==> config.mk <==
export PLATFORM = sky130hd
export DESIGN_NAME = fp_to_int_pipe
export DESIGN_NICKNAME = d
export VERILOG_FILES = /design/src/rtl/fp_pkg.sv /design/src/rtl/fp_unpack.sv /design/src/rtl/fp_to_int_pipe.sv
export SDC_FILE = /design/constraint.sdc
export NUM_CORES = 1
export LEC_CHECK = 0
export CAP_MARGIN = 20
export CORE_MARGIN = 5
export CORE_UTILIZATION = 25
export DETAILED_ROUTE_END_ITERATION = 10
export MAX_ROUTING_LAYER = met4
export PLACE_DENSITY = 0.48
export REMOVE_ABC_BUFFERS = 1
export SETUP_SLACK_MARGIN = 0.5
export SLEW_MARGIN = 30
export SYNTH_ARGS = -nofsm -noshare
export SYNTH_HDL_FRONTEND = slang
export SYNTH_HIERARCHICAL = 1
export SYNTH_SLANG_ARGS = --single-unit
==> constraint.sdc <==
create_clock -name clk -period 13.1 [get_ports clk]
set_clock_uncertainty 0.2 [all_clocks]
set_input_delay 1.965 -clock clk [delete_from_list [all_inputs] [get_ports clk]]
set_output_delay 1.965 -clock clk [all_outputs]
set_load 0.03 [all_outputs]
==> src/rtl/fp_pkg.sv <==
`default_nettype none
// ============================================================================
// Module : fp_pkg
// Purpose: Shared definitions for the FPU conversion datapaths: IEEE-754
//          single-precision field layout, rounding-mode encodings and the
//          operand class enumeration.
// Ports  : none (package)
// Rev    : 1.0  initial release
// ============================================================================
package fp_pkg;

  // Single-precision field layout
  localparam int EXP_W = 8;
  localparam int MAN_W = 23;
  localparam int BIAS  = 127;

  // Rounding-mode encodings as carried on the rm inputs
  localparam logic [1:0] RM_RN = 2'd0;  // nearest, ties to even
  localparam logic [1:0] RM_RZ = 2'd1;  // toward zero
  localparam logic [1:0] RM_RP = 2'd2;  // toward +inf
  localparam logic [1:0] RM_RM = 2'd3;  // toward -inf

  typedef enum logic [1:0] {
    FP_ZERO   = 2'd0,
    FP_FINITE = 2'd1,
    FP_INF    = 2'd2,
    FP_NAN    = 2'd3
  } fp_class_e;

endpackage
`default_nettype wire

==> src/rtl/fp_unpack.sv <==
`default_nettype none
// ============================================================================
// Module : fp_unpack
// Purpose: Combinational unpack/classify of a single-precision operand.
//          Produces sign, unbiased exponent and significand with the hidden
//          bit made explicit. Denormals keep hidden bit 0 and report an
//          exponent of -127, so downstream logic treats them as tiny values.
// Ports  : num_i   in  32        single-precision operand
//          sign_o  out 1         sign bit
//          exp_o   out EXP_W+1   unbiased exponent, two's complement
//          sig_o   out MAN_W+1   significand {hidden, fraction}
//          cls_o   out 2         fp_class_e encoding
// Rev    : 1.0  initial release
// ============================================================================
module fp_unpack
  import fp_pkg::*;
(
  input  logic [31:0]               num_i,
  output logic                      sign_o,
  output logic signed [EXP_W:0]     exp_o,
  output logic [MAN_W:0]            sig_o,
  output logic [1:0]                cls_o
);

  logic [EXP_W-1:0] exp_f;
  logic [MAN_W-1:0] frac_f;
  logic             exp_ones;
  logic             exp_zero;
  logic             frac_nz;

  assign exp_f    = num_i[30:23];
  assign frac_f   = num_i[22:0];
  assign exp_ones = &exp_f;
  assign exp_zero = ~|exp_f;
  assign frac_nz  = |frac_f;

  assign sign_o = num_i[31];
  assign exp_o  = $signed({1'b0, exp_f} - (EXP_W + 1)'(BIAS));
  assign sig_o  = {~exp_zero, frac_f};

  always_comb begin
    cls_o = FP_FINITE;
    if (exp_ones) begin
      cls_o = frac_nz ? FP_NAN : FP_INF;
    end else if (exp_zero && !frac_nz) begin
      cls_o = FP_ZERO;
    end
  end

endmodule
`default_nettype wire

==> src/rtl/fp_to_int_pipe.sv <==
`default_nettype none
// ============================================================================
// Module : fp_to_int_pipe
// Purpose: Three-stage single-precision to signed-integer converter with
//          selectable rounding mode, saturating invalid handling and exact
//          inexact/invalid flags. valid/ready on both sides; tag passes
//          through unchanged.
//            S1  unpack/classify (registered operand fields)
//            S2  align to integer magnitude + guard/sticky
//            S3  round, range check, apply sign (output registers)
// Ports  : clk, rst            clock, synchronous active-high reset
//          flush               kill all in-flight operations
//          in_valid/in_ready   input handshake (in_ready = pipeline advance)
//          in_num/in_rm/in_tag operand, rounding mode, tag
//          out_valid/out_ready output handshake
//          out_result          INT_W-bit two's-complement result
//          out_invalid         NaN, Inf or out-of-range operand
//          out_inexact         discarded fraction nonzero
//          out_tag             tag of the reported result
// Params : INT_W  integer width, 32 or 64
//          TAG_W  tag width
// Rev    : 1.0  initial release
// ============================================================================
module fp_to_int_pipe
  import fp_pkg::*;
#(
  parameter int INT_W = 32,
  parameter int TAG_W = 5
) (
  input  logic             clk,
  input  logic             rst,
  input  logic             flush,
  input  logic             in_valid,
  output logic             in_ready,
  input  logic [31:0]      in_num,
  input  logic [1:0]       in_rm,
  input  logic [TAG_W-1:0] in_tag,
  output logic             out_valid,
  input  logic             out_ready,
  output logic [INT_W-1:0] out_result,
  output logic             out_invalid,
  output logic             out_inexact,
  output logic [TAG_W-1:0] out_tag
);

  localparam int SIG_W  = MAN_W + 1;
  localparam int WIDE_W = 2 * SIG_W;
  localparam int MAG_W  = INT_W + 1;

  // Magnitude limits after rounding, and the saturated invalid result
  localparam logic [MAG_W-1:0] MAX_POS = {2'b00, {(INT_W-1){1'b1}}};
  localparam logic [MAG_W-1:0] MAX_NEG = {2'b01, {(INT_W-1){1'b0}}};
  localparam logic [INT_W-1:0] SAT_VAL = {1'b0, {(INT_W-1){1'b1}}};

  // --------------------------------------------------------------------------
  // Flow control: the whole pipe moves together unless the output is stalled
  // --------------------------------------------------------------------------
  logic adv;
  logic out_valid_q;

  assign adv      = !(out_valid_q && !out_ready);
  assign in_ready = adv;

  // --------------------------------------------------------------------------
  // S1: unpack
  // --------------------------------------------------------------------------
  logic                  u_sign;
  logic signed [EXP_W:0] u_exp;
  logic [MAN_W:0]        u_sig;
  logic [1:0]            u_cls;

  fp_unpack u_unpack (
    .num_i  (in_num),
    .sign_o (u_sign),
    .exp_o  (u_exp),
    .sig_o  (u_sig),
    .cls_o  (u_cls)
  );

  logic                  s1_valid_q;
  logic                  s1_sign_q;
  logic signed [EXP_W:0] s1_exp_q;
  logic [SIG_W-1:0]      s1_sig_q;
  logic [1:0]            s1_cls_q;
  logic [1:0]            s1_rm_q;
  logic [TAG_W-1:0]      s1_tag_q;

  // --------------------------------------------------------------------------
  // S2: align
  // --------------------------------------------------------------------------
  logic signed [31:0] e_v;
  logic [WIDE_W-1:0]  wide;
  logic [WIDE_W-1:0]  shifted;
  logic [MAG_W-1:0]   s2_mag_d;
  logic               s2_g_d;
  logic               s2_s_d;
  logic               s2_inv_d;

  always_comb begin
    e_v      = {{(32-EXP_W-1){s1_exp_q[EXP_W]}}, s1_exp_q};
    // Significand sits in the upper half; the lower half catches the bits
    // shifted out below the binary point (guard + sticky).
    wide     = {s1_sig_q, {SIG_W{1'b0}}};
    shifted  = '0;
    s2_mag_d = '0;
    s2_g_d   = 1'b0;
    s2_s_d   = 1'b0;
    s2_inv_d = (s1_cls_q == FP_NAN) || (s1_cls_q == FP_INF);

    if (e_v >= INT_W) begin
      s2_inv_d = 1'b1;
    end else if (e_v >= 23) begin
      s2_mag_d = MAG_W'(s1_sig_q) << (e_v - 23);
    end else if (e_v >= -1) begin
      // Right shift by 1..24; e = -1 leaves the whole significand as fraction
      shifted  = wide >> (23 - e_v);
      s2_mag_d = MAG_W'(shifted[WIDE_W-1:SIG_W]);
      s2_g_d   = shifted[SIG_W-1];
      s2_s_d   = |shifted[SIG_W-2:0];
    end else begin
      s2_s_d   = |s1_sig_q;
    end
  end

  logic               s2_valid_q;
  logic               s2_sign_q;
  logic [1:0]         s2_rm_q;
  logic [TAG_W-1:0]   s2_tag_q;
  logic [MAG_W-1:0]   s2_mag_q;
  logic               s2_g_q;
  logic               s2_s_q;
  logic               s2_inv_q;

  // --------------------------------------------------------------------------
  // S3: round, range check, sign
  // --------------------------------------------------------------------------
  logic               inc;
  logic [MAG_W-1:0]   m2;
  logic [INT_W-1:0]   m2_lo;
  logic               too_big;
  logic [INT_W-1:0]   res_d;
  logic               inv_d;
  logic               inx_d;

  always_comb begin
    case (s2_rm_q)
      RM_RN:   inc = s2_g_q && (s2_s_q || s2_mag_q[0]);
      RM_RZ:   inc = 1'b0;
      RM_RP:   inc = !s2_sign_q && (s2_g_q || s2_s_q);
      default: inc = s2_sign_q && (s2_g_q || s2_s_q);
    endcase

    // mag < 2^INT_W whenever it is meaningful, so +1 cannot wrap MAG_W bits
    m2      = s2_mag_q + MAG_W'(inc);
    m2_lo   = m2[INT_W-1:0];
    // Negative side admits one extra magnitude: -2^(INT_W-1)
    too_big = s2_sign_q ? (m2 > MAX_NEG) : (m2 > MAX_POS);

    if (s2_inv_q || too_big) begin
      res_d = SAT_VAL;
      inv_d = 1'b1;
      inx_d = 1'b0;
    end else begin
      res_d = s2_sign_q ? -m2_lo : m2_lo;
      inv_d = 1'b0;
      inx_d = s2_g_q || s2_s_q;
    end
  end

  logic [INT_W-1:0] out_result_q;
  logic             out_invalid_q;
  logic             out_inexact_q;
  logic [TAG_W-1:0] out_tag_q;

  // --------------------------------------------------------------------------
  // Pipeline registers
  // --------------------------------------------------------------------------
  always_ff @(posedge clk) begin
    if (rst) begin
      s1_valid_q    <= 1'b0;
      s1_sign_q     <= 1'b0;
      s1_exp_q      <= '0;
      s1_sig_q      <= '0;
      s1_cls_q      <= '0;
      s1_rm_q       <= '0;
      s1_tag_q      <= '0;
      s2_valid_q    <= 1'b0;
      s2_sign_q     <= 1'b0;
      s2_rm_q       <= '0;
      s2_tag_q      <= '0;
      s2_mag_q      <= '0;
      s2_g_q        <= 1'b0;
      s2_s_q        <= 1'b0;
      s2_inv_q      <= 1'b0;
      out_valid_q   <= 1'b0;
      out_result_q  <= '0;
      out_invalid_q <= 1'b0;
      out_inexact_q <= 1'b0;
      out_tag_q     <= '0;
    end else begin
      // Valid bits: flush wins over any handshake in the same cycle
      if (flush) begin
        s1_valid_q  <= 1'b0;
        s2_valid_q  <= 1'b0;
        out_valid_q <= 1'b0;
      end else if (adv) begin
        s1_valid_q  <= in_valid;
        s2_valid_q  <= s1_valid_q;
        out_valid_q <= s2_valid_q;
      end

      // Payload moves with adv; stale payload behind a cleared valid is inert
      if (adv) begin
        s1_sign_q     <= u_sign;
        s1_exp_q      <= u_exp;
        s1_sig_q      <= u_sig;
        s1_cls_q      <= u_cls;
        s1_rm_q       <= in_rm;
        s1_tag_q      <= in_tag;
        s2_sign_q     <= s1_sign_q;
        s2_rm_q       <= s1_rm_q;
        s2_tag_q      <= s1_tag_q;
        s2_mag_q      <= s2_mag_d;
        s2_g_q        <= s2_g_d;
        s2_s_q        <= s2_s_d;
        s2_inv_q      <= s2_inv_d;
        out_result_q  <= res_d;
        out_invalid_q <= inv_d;
        out_inexact_q <= inx_d;
        out_tag_q     <= s2_tag_q;
      end
    end
  end

  assign out_valid   = out_valid_q;
  assign out_result  = out_result_q;
  assign out_invalid = out_invalid_q;
  assign out_inexact = out_inexact_q;
  assign out_tag     = out_tag_q;

endmodule
`default_nettype wire

### Yosys cells after proc, flatten, opt, wreduce, memory -nomap -nowiden

Cells that the tools add are included.

* bits of input ports: 44
* output and inout port bits: 41
* logic and storage cells: 76
* flip-flop bits (word level): 129

* eq/ne operators: 4
* multiplexer cells: 19
* add/subtract/negate cells: 5
* order comparisons: 5
* reduce and logical (&&, ||, !) cells: 21
* shifts and indexed selects: 2

Operators with widths (count)
* $mux W33: 2
* $mux W32: 2
* $shr A48 B32 Y48: 1
* $reduce_or A23 Y1: 2
* $add A33 B1 Y33: 1
* $gt A33 B31 Y1 const B: 1
* $gt A33 B32 Y1 const B: 1
* $shl A24 B32 Y33: 1
* $neg A32 Y32: 1
* $mux W24: 1
* $reduce_or A24 Y1: 1
* $mux W1: 12
* $sub A6 B9 Y10 const A: 1
* $sub A9 B6 Y10 const B: 1
* $ge A9 B1 Y1 const B: 1
* $ge A9 B6 Y1 const B: 1
* $ge A9 B7 Y1 const B: 1
* $sub A8 B7 Y9 const B: 1
* $reduce_and A8 Y1: 1
* $reduce_or A8 Y1: 1
* $eq A2 B2 Y1 const B: 3
* $logic_and A1 B1 Y1: 5
* $logic_not A1 Y1: 5
* $logic_or A1 B1 Y1: 4
* other kinds (5): 5

### Longest topological paths before layout

Gate-level depths: netlist of the first run.

* depth in word-level cells: 8
* mapped depth: 19
* mapped depth without buffers: 15

### Cells and area by module

The synthesis of the first run kept the hierarchy.

By module, submodules not included
* fp_to_int_pipe: instances 1, cells an instance 1400, area an instance 10368.7 sq um, seq. area each 2562.5 sq um
* fp_unpack: instances 1, cells an instance 61, area an instance 419.2 sq um, seq. area each 0.0 sq um

### Worst setup path after synthesis of the first run

Ideal clock, no wire load.

* path type: input to output
* from: in out_ready
* to: out in_ready
* path slack: 8092 ps
* arrival: 2843 ps
* buffers on the path: 2
* cell stages on the path: 4
* data required time: 10935 ps
* cell sequence: nor2b_1 -> inv_1 -> clkbuf_1 -> clkbuf_1

* word-level cells in the longest chain between the ends: 3

RTL lines
* start: declaration: RTL line fp_to_int_pipe.sv:39 `input logic out_ready,`
* $logic_not A1 Y1: RTL line fp_to_int_pipe.sv:61 `assign adv = !(out_valid_q && !out_ready);`
* $logic_and A1 B1 Y1: RTL line fp_to_int_pipe.sv:61
* $logic_not A1 Y1: RTL line fp_to_int_pipe.sv:61
* end: declaration: RTL line fp_to_int_pipe.sv:34 `output logic in_ready,`

Every way passes these cells.

### Worst setup path after layout of the first run

Same ends and word-level chain as after synthesis.

==> impl_results.md, run 1 <==
* Maximum number of pins on one net before global-route repair at 77
* Worst endpoint required time at 10,930 ps
* Layout Area Growth over Synthesis at 14.3%
* GRT overflow at 0
* Post-detailed-placement half-perimeter wirelength at 25,800 µm
* Cell-internal power at 863 µW
* Post-synthesis instance area at between 0.01 and 0.015 mm²
* Synth warn at 6
* Sw Ratio at between 30% and 40%
* Antenna viol nets, final at 0
* Ordered cell list for the critical path: clkdlybuf4s50_1, nor2b_4, clkinv_2, buf_4, clkdlybuf4s50_1
* Final worst path period share at between 40% and 50%
* Min-delay worst type: reg -> reg
* Maximum frequency from static timing analysis at between 0.15 and 0.2 GHz
* Sink Count at ~130
* Count of pins over their slew limit at 0
* Crit-path max cell delay at about 720 ps
* Crit path kind: in -> out
* Die ar. at 0.0472 mm²
* Setup TNS at 0 ps
* Setup repair after global routing missed its margin: false
* Count of vias placed by the detailed router at between 10k and 15k
* # IOs at 85
* Launching point of the worst reg2reg path: s2_sign_q$_SDFFE_PP0N_
* Total routing usage reported by global routing at between 10% and 20%
* Min Clock Period, post-route at about 6300 ps
* Total placed cells including tap cells at between 1.5k and 2k
* First-iteration detailed-routing DRC count at approximately 770
* Number of cells on the worst reg-to-reg path at 14
* WP data arrival at around 4100 ps
* Proportion of layout cells with a drive suffix above 1 at between 10 and 15%
* Leak pwr at approximately 0.0043 µW
* Via density per instance at approximately 5.2
* Number of antenna violations at the first check in global routing at 1
* Hold-fix buffers, CTS at 0
* Wire per inst at about 18 µm
* Level count of the clock H-tree at 4
* Final Routed Wirelength at ~36,000 µm
* Detailed Routing Iterations Pass 1 at 5
* Core footprint at roughly 0.043 mm²
* Cells after synthesis at approximately 1.5k
* R2R setup slack at about 7300 ps
* Maximum fanout along the worst path at 28
* Total Nets Final at 1,467
* Skew-Pair Late Insertion Delay at 460 ps
* # setup viols final at 0
* Wire length of the first global-routing pass at 56,800 µm
* Post-CTS Setup Bufs at 0
* CP Capture Point: in_ready
* Rows at 76
* Cell repeated most along the worst path: clkdlybuf4s50_1
* Relative slew slack at between 30% and 40%
* Buffers on Ports at 84
* Switching power at about 430 µW
* PD cells at 105 mW/mm²
* Die X-Extent at ~220 µm
* Overall die height at about 220 µm
* Actual transition at the worst max-transition pin at 907 ps
* Initial Utilization at about a quarter
* Number of CTS-inserted buffers at 17
* Outcome: completed
* Clk pin slew, worst setup/hold paths at ~60 ps
* Worst vdd rail ir drop at 73.9 µV
* Type of destination of the critical path: primary output
* Buffer levels on the longest clock path at 2
* Synthesized area divided by synthesized cell count at 7.39 µm²
* Relative contribution of sequential cells to total power at approximately 34%
* Power share of the combinational group at around 26%
* TritonCTS clock tree: done
* Worst R2R End: out_inexact$_SDFFE_PP0N_
* Number of failing hold endpoints at the final stage at 0
* Post-cts sizing count at 0
* Fin util at 28.7%
* Number of global-route vias before repair at about 9.7k
* Max Cap Violations at 0
* # DRC at 0
* Worst setup path start: out_ready
* Worst setup SP type: input port
* CP max stage cell: clkdlybuf4s50_1
* Routability cong. at around 0.9
* Clock root buffer: clkbuf_16
* Fin Hold WS at 249 ps
* Clock Power Share at between 40% and 50%
* Final std cells w/o fill at ~2.0k
==> critical path, delay by kind of cell <==
| family | cells | cell delay [ps] |
|---|---|---|
| buffers and inverters | 4 | 1500 |
| and+or+nand+nor | 1 | 620 |
==> worst min-delay path by stage <==
stage | start | endpoint | slack (ps) | cells past startpoint
2_1_floorplan | s1_rm_q[0]$_SDFFE_PP0N_ | s1_rm_q[0]$_SDFFE_PP0N_ | 230 | 2
3_3_place_gp | s2_tag_q[0]$_SDFFE_PP0N_ | s2_tag_q[0]$_SDFFE_PP0N_ | 240 | 2
3_5_place_dp | s1_exp_q[1]$_SDFFE_PP0N_ | s1_exp_q[1]$_SDFFE_PP0N_ | 240 | 2
4_1_cts | s1_exp_q[1]$_SDFFE_PP0N_ | s1_exp_q[1]$_SDFFE_PP0N_ | 250 | 2
5_1_grt | s1_exp_q[1]$_SDFFE_PP0N_ | s1_exp_q[1]$_SDFFE_PP0N_ | 260 | 2
6_report | out_tag[1]$_SDFFE_PP0N_ | out_tag[1]$_SDFFE_PP0N_ | 250 | 2
==> stage by stage <==
| step | worst slack [ps] | power [µW] | instance area (µm²) |
|---|---|---|---|
| 2_1_floorplan | 2870 | 659 | 9950 |
| 5_1_grt | 6630 | 1360 | 12300 |
| 3_3_place_gp | 6780 | 776 | 11600 |
| 6_report | 6810 | 1290 | 12300 |
| 3_5_place_dp | 6800 | 777 | 11600 |
| 4_1_cts | 6790 | 1310 | 12300 |
==> layer usage <==
layer,vias to the layer above,share of wire (%),global-route usage [%]
met3,20,4.4,2.92
met5,-,0,-
met2,241,46,23.7
li1,5118,-,-
met4,0,1.4,3.56
met1,4956,48,21.2
==> area by class of cell <==
cell class              count  area (µm²)
diodes                      1        2.50
clock buffers              17         425
clock inverters            15         208
fillers                  4725       30500
inverters                  25        95.1
multi-input cells        1135        7300
flip-flops and latches    128        2560
well taps                 546         683
repair buffers            104         990
==> cells in the final DEF, fill, tap and decap left out, types with 16 or more instances in the layout <==
cell type / n
nand2_1: 254
a21oi_1: 144
nor2_1: 134
dfxtp_1: 126
clkdlybuf4s50_1: 83
o21ai_0: 56
xnor2_1: 48
nor3_1: 42
mux2i_1: 38
nand3_1: 33
mux4_2: 30
a211oi_2: 29
xor2_1: 21
a211oi_1: 20
inv_1: 19
nand4_1: 19
nor4_1: 19
buf_4: 19
clkbuf_16: 17
a22oi_1: 16
mux2_2: 16
==> registers in the layout, summed over array words and instances (netlist names), 2 cells and up <==
| register | flops |
|---|---|
| s2_rm_q | 2 |
| out_result | 32 |
| s1_rm_q | 2 |
| s2_tag_q | 5 |
| s2_mag_q | 33 |
| s1_exp_q | 9 |
| s1_sig_q | 24 |
| out_tag | 5 |
| s1_tag_q | 5 |
==> power by group through the flow <==
stage	logic, µW	registers, µW	clock network [µW]
2_1_floorplan	193	466	0
3_3_place_gp	327	449	0
3_5_place_dp	327	449	0
4_1_cts	329	441	542
5_1_grt	360	445	558
6_report	329	441	521
No activity file was read; power rests on OpenSTA's default activity.
==> inputs of run 2 (changes only) <==
==> constraint.sdc (replaced) <==
create_clock -name clk -period 6.4 [get_ports clk]
set_clock_uncertainty 0.2 [all_clocks]
set_input_delay 0.96 -clock clk [delete_from_list [all_inputs] [get_ports clk]]
set_output_delay 0.96 -clock clk [all_outputs]
set_load 0.03 [all_outputs]
==> impl_results.md, run 2 (synthesis results as in run 1) <==
* Post-CTS Setup Bufs at 0 (unchanged)
* Final worst path period share at a little under 80%
* Total Nets Final at 1,470 (+0.20%)
* Sw Ratio at 34.4% (+1.2 points)
* Cell-internal power at 1670 µW (+94%)
* Buffer levels on the longest clock path at 2 (unchanged)
* Die X-Extent at 217 µm (unchanged)
* # setup viols final at 0 (unchanged)
* Maximum fanout along the worst path at 34 (+21%)
* Antenna viol nets, final at 0 (unchanged)
* Rows at 76 (unchanged)
* Worst vdd rail ir drop at 208 µV (+180%)
* Max Cap Violations at 0 (unchanged)
* WP data arrival at 5090 ps (+970 ps)
* Worst setup SP type: register
* Proportion of layout cells with a drive suffix above 1 at 11.1% (+0.26 points)
* # DRC at 0 (unchanged)
* Layout Area Growth over Synthesis at 14.1%
* PD cells at 208 mW/mm² (+98%)
* Switching power at 875 µW (+100%)
* Maximum frequency from static timing analysis at ~0.20 GHz
* Actual transition at the worst max-transition pin at 900 ps (-6.95 ps)
* Met1 layer wirelength in the final routing at 17,000 µm (-0.87%)
* Leak pwr at 0.00424 µW (-0.60%)
* Post-detailed-placement half-perimeter wirelength at 26,400 µm (+2.3%)
* Clock root buffer: clkbuf_16
* Skew-Pair Late Insertion Delay at 450 ps (about the same)
* Register ranked first by flip-flop count: s2_mag_q
* Clk pin slew, worst setup/hold paths at 60 ps (about the same)
* Crit path kind: reg -> reg
* Highest-count cells in the layout ignoring fill and taps: 254 x nand2_1, 144 x a21oi_1, 134 x nor2_1
* Via density per instance at 5.27 (+0.44%)
* Wire length of the first global-routing pass at 56,400 µm (-0.76%)
* First-iteration detailed-routing DRC count at 853 (+11%)
* Initial Utilization at 25.1% (unchanged)
* Final Routed Wirelength at 35,800 µm (about the same)
* Post-cts sizing count at 0 (unchanged)
* Worst endpoint required time at 6570 ps (-4360 ps)
* Metal2 WL at 16,000 µm (-3.3%)
* Die ar. at 0.0472 mm² (unchanged)
* Detailed Routing Iterations Pass 1 at 5 (unchanged)
* Total routing usage reported by global routing at 15.4% (-0.059 points)
* Fin Hold WS at 248 ps (-0.718 ps)
* Core footprint at 0.0428 mm² (unchanged)
* Power share of the combinational group at 26.3% (+0.8 points)
* Relative slew slack at 40.0% (+0.69 points)
* Top routing layer used: met4
* Routed met3 length at 1920 µm (+21%)
* Number of filler cells placed in the layout at 4,713 (-0.25%)
* Number of CTS-inserted buffers at 17 (unchanged)
* Setup repair after global routing missed its margin: false
* Hold-fix buffers, CTS at 0 (unchanged)
* Number of global-route vias before repair at 9,677 (-0.55%)
* Count of vias placed by the detailed router at 10.4k (+0.59%)
* Number of failing hold endpoints at the final stage at 0 (unchanged)
* Min Clock Period, post-route at 4920 ps
* # IOs at 85 (unchanged)
* Number of antenna violations at the first check in global routing at 0 (-1)
* Sink Count at 128 (unchanged)
* Count of pins over their slew limit at 0 (unchanged)
* Level count of the clock H-tree at 4 (unchanged)
* Outcome: completed
* Clock Power Share at 38.0% (-2.4 points)
* Overall power of the completed layout at 2550 µW (+97%)
* Relative contribution of sequential cells to total power at 35.7% (+1.6 points)
* R2R setup slack at 1480 ps (-5860 ps)
* Leading cell type in the layout, fill and taps excluded: nand2_1
* Type of destination of the critical path: register
* GRT overflow at 0 (unchanged)
* Number of flip-flops in the largest register at 33 (unchanged)
* Wire per inst at 18.1 µm (-0.16%)
* Buffers on Ports at 84 (unchanged)
* TritonCTS clock tree: done
* Maximum number of pins on one net before global-route repair at 76 (-1.3%)
* Min-delay worst type: reg -> reg
* Routability cong. at 0.945 (+2.9%)
* Overall die height at 217 µm (unchanged)
[run 2: area by class of cell]
type                    count  area [µm²]  area share [%]
multi-input cells        1135        7310            59.7
flip-flops and latches    128        2560            20.9
clock buffers              19         453            3.70
repair buffers            107        1010            8.26
clock inverters            13         126            1.03
well taps                 546         683            5.58
inverters                  25        95.1           0.777
diodes                      1        2.50          0.0204
[run 2: worst paths after layout]
check | cells past startpoint | from | end
setup / recovery | 15 | s2_sign_q$_SDFFE_PP0N_ | out_inexact$_SDFFE_PP0N_
hold / removal | 2 | s2_tag_q[0]$_SDFFE_PP0N_ | s2_tag_q[0]$_SDFFE_PP0N_
setup reg to reg | 15 | s2_sign_q$_SDFFE_PP0N_ | out_inexact$_SDFFE_PP0N_
hold reg to reg | 2 | s2_tag_q[0]$_SDFFE_PP0N_ | s2_tag_q[0]$_SDFFE_PP0N_
[run 2: critical path, stage by stage, from the launching register on]
cell and delay (ps):
dfxtp_1 310, buf_4 260, clkinv_1 130, a221oi_1 300
ha_1 290, ha_1 340, nand3_1 310, nor4_1 320
xnor2_1 320, nand4_1 350, nor4_2 460, nand4_1 210
a211oi_4 260, buf_4 480, o21ai_1 140, a21oi_1 160
[run 2: metrics by stage]
step / instances / utilization [%] / instance area (µm²) / TNS, ps / worst slack [ps]
final: 1974 / 28.6 / 12200 / 0 / 1480
after global routing: 1973 / 28.6 / 12200 / 0 / 970
after CTS: 1973 / 28.6 / 12200 / 0 / 1420
after detailed placement: 1941 / 27.2 / 11700 / 0 / 1450
after global placement: 1941 / 27.2 / 11700 / 0 / 1540
after floorplan: 1288 / - / 9950 / -215850 / -2610
[run 2: metal layers]
| layer | up-vias | global-route usage (%) |
|---|---|---|
| met1 | 4910 | 20.8 |
| met3 | 50 | 3.02 |
| met4 | 0 | 4.61 |
| met2 | 303 | 23.3 |
| li1 | 5133 | - |
| met5 | - | - |
[run 2: power by group through the flow]
stage | Combinational [µW] | Sequential, µW | Clock (µW)
global route | 729 | 916 | 1040
global placement | 665 | 923 | 0
CTS | 670 | 907 | 1010
detailed placement | 668 | 924 | 0
finish | 671 | 908 | 968
floorplan | 396 | 953 | 0
==> inputs of run 3 (changes only) <==
--- a/config.mk
+++ b/config.mk
@@ -10,7 +10,7 @@
 export CORE_UTILIZATION = 25
 export DETAILED_ROUTE_END_ITERATION = 10
 export MAX_ROUTING_LAYER = met4
-export PLACE_DENSITY = 0.48
+export PLACE_DENSITY = 0.49
 export REMOVE_ABC_BUFFERS = 1
 export SETUP_SLACK_MARGIN = 0.5
 export SLEW_MARGIN = 30
==> constraint.sdc (replaced) <==
create_clock -name clk -period 4.3 [get_ports clk]
set_clock_uncertainty 0.2 [all_clocks]
set_input_delay 0.645 -clock clk [delete_from_list [all_inputs] [get_ports clk]]
set_output_delay 0.645 -clock clk [all_outputs]
set_load 0.03 [all_outputs]
==> impl_results.md, run 3 (synthesis results as in run 1) <==
* Min-delay worst type: reg -> reg
* Launching point of the worst reg2reg path: s2_rm_q[0]$_SDFFE_PP0N_
* Total routing usage reported by global routing at 15.7% (+0.32 points)
* Highest-count cells in the layout ignoring fill and taps: 252 x nand2_1, 144 x a21oi_1, 133 x nor2_1
* Area after DPL at 0.0119 mm² (+2.1%)
* Worst setup path start: s2_rm_q[0]$_SDFFE_PP0N_
* Ordered cell list for the critical path: nor2b_4, o22ai_2, a221oi_2, ha_2, ha_4, nand3_4, o21a_1, a2111oi_2, buf_4, nand3_4, nor4_4, nand4_1, a211oi_4, buf_6, clkbuf_16, a211oi_2
* Total inserted antenna cells at 0 (-1)
* CP Capture Point: out_result[16]$_SDFFE_PP0N_
* Proportion of layout cells with a drive suffix above 1 at 16.2% (+5.2 points)
* Metal2 WL at 17,200 µm (+7.2%)
* Multi-input gate area at 0.00759 mm² (+3.9%)
* Buffering stage count on the worst path with inverters included at 3 (unchanged)
* Die ar. at 0.0472 mm² (unchanged)
* Detailed Routing Iterations Pass 1 at 5 (unchanged)
* CP max stage cell: dfxtp_1
* Die X-Extent at 217 µm (unchanged)
* Buffers on Ports at 84 (unchanged)
* Wire per inst at 18.2 µm (+0.35%)
* Crit path max-delay family: compound AO/OA/AOI/OAI gates
* Level count of the clock H-tree at 4 (unchanged)
* Post-route cell area at 0.0130 mm² (+6.1%)
* TritonCTS clock tree: done
* # IOs at 85 (unchanged)
* Count of vias placed by the detailed router at 10.7k (+2.8%)
* Met1 layer wirelength in the final routing at 17,400 µm (+2.6%)
* Overall power of the completed layout at 3980 µW (+56%)
* Number of cells on the worst reg-to-reg path at 16 (+1)
* Number of antenna violations at the first check in global routing at 0 (unchanged)
* Leak pwr at 0.00463 µW (+9.2%)
* Clock root buffer: clkbuf_16
* Via density per instance at 5.31 (+0.85%)
* Startpoint of the tightest hold check path: s1_tag_q[0]$_SDFFE_PP0N_
* Count of pins over their slew limit at 0 (unchanged)
* Number of filler cells placed in the layout at 4,626 (-1.8%)
* Seq. cell area at 0.00257 mm² (+0.15%)
* Crit-path max cell delay at 370 ps (-110 ps)
* GRT overflow at 0 (unchanged)
* WP data arrival at 3880 ps (-1210 ps)
* Crit path kind: reg -> reg
* Actual transition at the worst max-transition pin at 900 ps (-0.0899 ps)
* Sink Count at 128 (unchanged)
* Levels on crit path at 16 (+1)
* Final worst path period share at 87.9% (+11 points)
* Number of failing hold endpoints at the final stage at 0 (unchanged)
* R2R setup slack at 520 ps (-960 ps)
* Maximum number of pins on one net before global-route repair at 129 (+70%)
* Skew-Pair Late Insertion Delay at 440 ps (about the same)
* Clk pin slew, worst setup/hold paths at 60 ps (about the same)
* Number of flip-flops in the largest register at 33 (unchanged)
* First-iteration detailed-routing DRC count at 929 (+8.9%)
* Register ranked first by flip-flop count: s2_mag_q
* Layout Area Growth over Synthesis at 21.1%
* Worst endpoint required time at 4400 ps (-2170 ps)
* # setup viols final at 0 (unchanged)
* Wire length of the first global-routing pass at 57,800 µm (+2.6%)
* Cell repeated most along the worst path: nand3_4
* Max Cap Violations at 0 (unchanged)
* Relative slew slack at 39.7% (-0.29 points)
* Rows at 76 (unchanged)
* PD cells at 306 mW/mm² (+47%)
* Type of destination of the critical path: register
* Number of global-route vias before repair at 10.0k (+3.6%)
* Maximum fanout along the worst path at 7 (-79%)
* # DRC at 0 (unchanged)
* Worst setup SP type: register
* Post-detailed-placement half-perimeter wirelength at 26,200 µm (-0.52%)
* Core footprint at 0.0428 mm² (unchanged)
* Routability cong. at 0.897 (-5.1%)
* Number of CTS-inserted buffers at 17 (unchanged)
* Worst vdd rail ir drop at 535 µV (+160%)
* Antenna viol nets, final at 0 (unchanged)
* Final Routed Wirelength at 36,600 µm (+2.3%)
* Leading cell type in the layout, fill and taps excluded: nand2_1
* Buffer levels on the longest clock path at 2 (unchanged)
* Top routing layer used: met4
* Routed met3 length at 1400 µm (-27%)
* Maximum frequency from static timing analysis at 0.265 GHz (+30%)
* Cell depth of the worst hold path at 2 (unchanged)
* Initial Utilization at 25.1% (unchanged)
* Total Nets Final at 1,511 (+2.8%)
* Worst R2R End: out_result[16]$_SDFFE_PP0N_
* Overall die height at 217 µm (unchanged)
* Min Clock Period, post-route at 3780 ps (-1140 ps)
* Setup repair after global routing missed its margin: true
* Outcome: completed
run 3: changes by cell type in the layout (fill, tap and decap cells not counted), moves of 5 or more:
| cell | before | now |
|---|---|---|
| buf_4 | 24 | 53 |
| xnor2_2 | 0 | 6 |
| buf_6 | 0 | 5 |
| xnor2_1 | 48 | 42 |
| nor4_1 | 19 | 14 |
run 3: worst min-delay path, stage by stage (launching register included):
cell     delay, ps
dfxtp_1        310
nand2_1         50
a21oi_1         50
run 3: final cells by class:
| type | count | area share [%] |
|---|---|---|
| Inverter | 25 | 0.732 |
| Clock buffer | 18 | 3.30 |
| Clock inverter | 13 | 1.44 |
| Tap cell | 546 | 5.26 |
| Sequential cell | 128 | 19.8 |
| Multi-Input combinational cell | 1135 | 58.4 |
| Timing Repair Buffer | 148 | 11.1 |
run 3: repair_timing:
item / in CTS / in global routing
endpoints found under the setup margin: 34 / 48
cloned: 1 / 2
pin swaps: 7 / 20
resized for setup: 27 / 40
hold buffers: 0 / 0
buffers inserted: 3 / 9
run 3: worst min path at each step:
stage	end	slack, ps
global placement	s2_tag_q[0]$_SDFFE_PP0N_	240
CTS	s1_tag_q[0]$_SDFFE_PP0N_	250
detailed placement	s1_tag_q[0]$_SDFFE_PP0N_	240
global route	s1_tag_q[4]$_SDFFE_PP0N_	270
floorplan	s1_rm_q[0]$_SDFFE_PP0N_	230
finish	s1_tag_q[0]$_SDFFE_PP0N_	250
run 3: routing by layer:
metal  GRT usage (%)  vias to the layer above
met5               -                        -
met3            3.00                       36
li1                -                     5223
met1            21.2                     5169
met4            3.67                        0
met2            24.5                      263
run 3: metrics by stage:
step | hold slack, ps | cells | util, % | setup TNS, ps | worst slack, ps
final | 249 | 2013 | 30.4 | 0 | 520
after global placement | 238 | 1967 | 27.8 | 0 | 316
after detailed placement | 243 | 1967 | 27.8 | 0 | 234
after global routing | 266 | 2013 | 30.4 | 0 | 360
after CTS | 253 | 2002 | 29.6 | 0 | 499
after floorplan | 226 | 1288 | - | -441250 | -4400
run 3: power by group:
group | internal (µW) | switching, µW | total [µW]
Clock | 967 | 589 | 1560
Sequential | 1250 | 97.2 | 1350
Combinational | 457 | 621 | 1080
Total | 2670 | 1310 | 3980
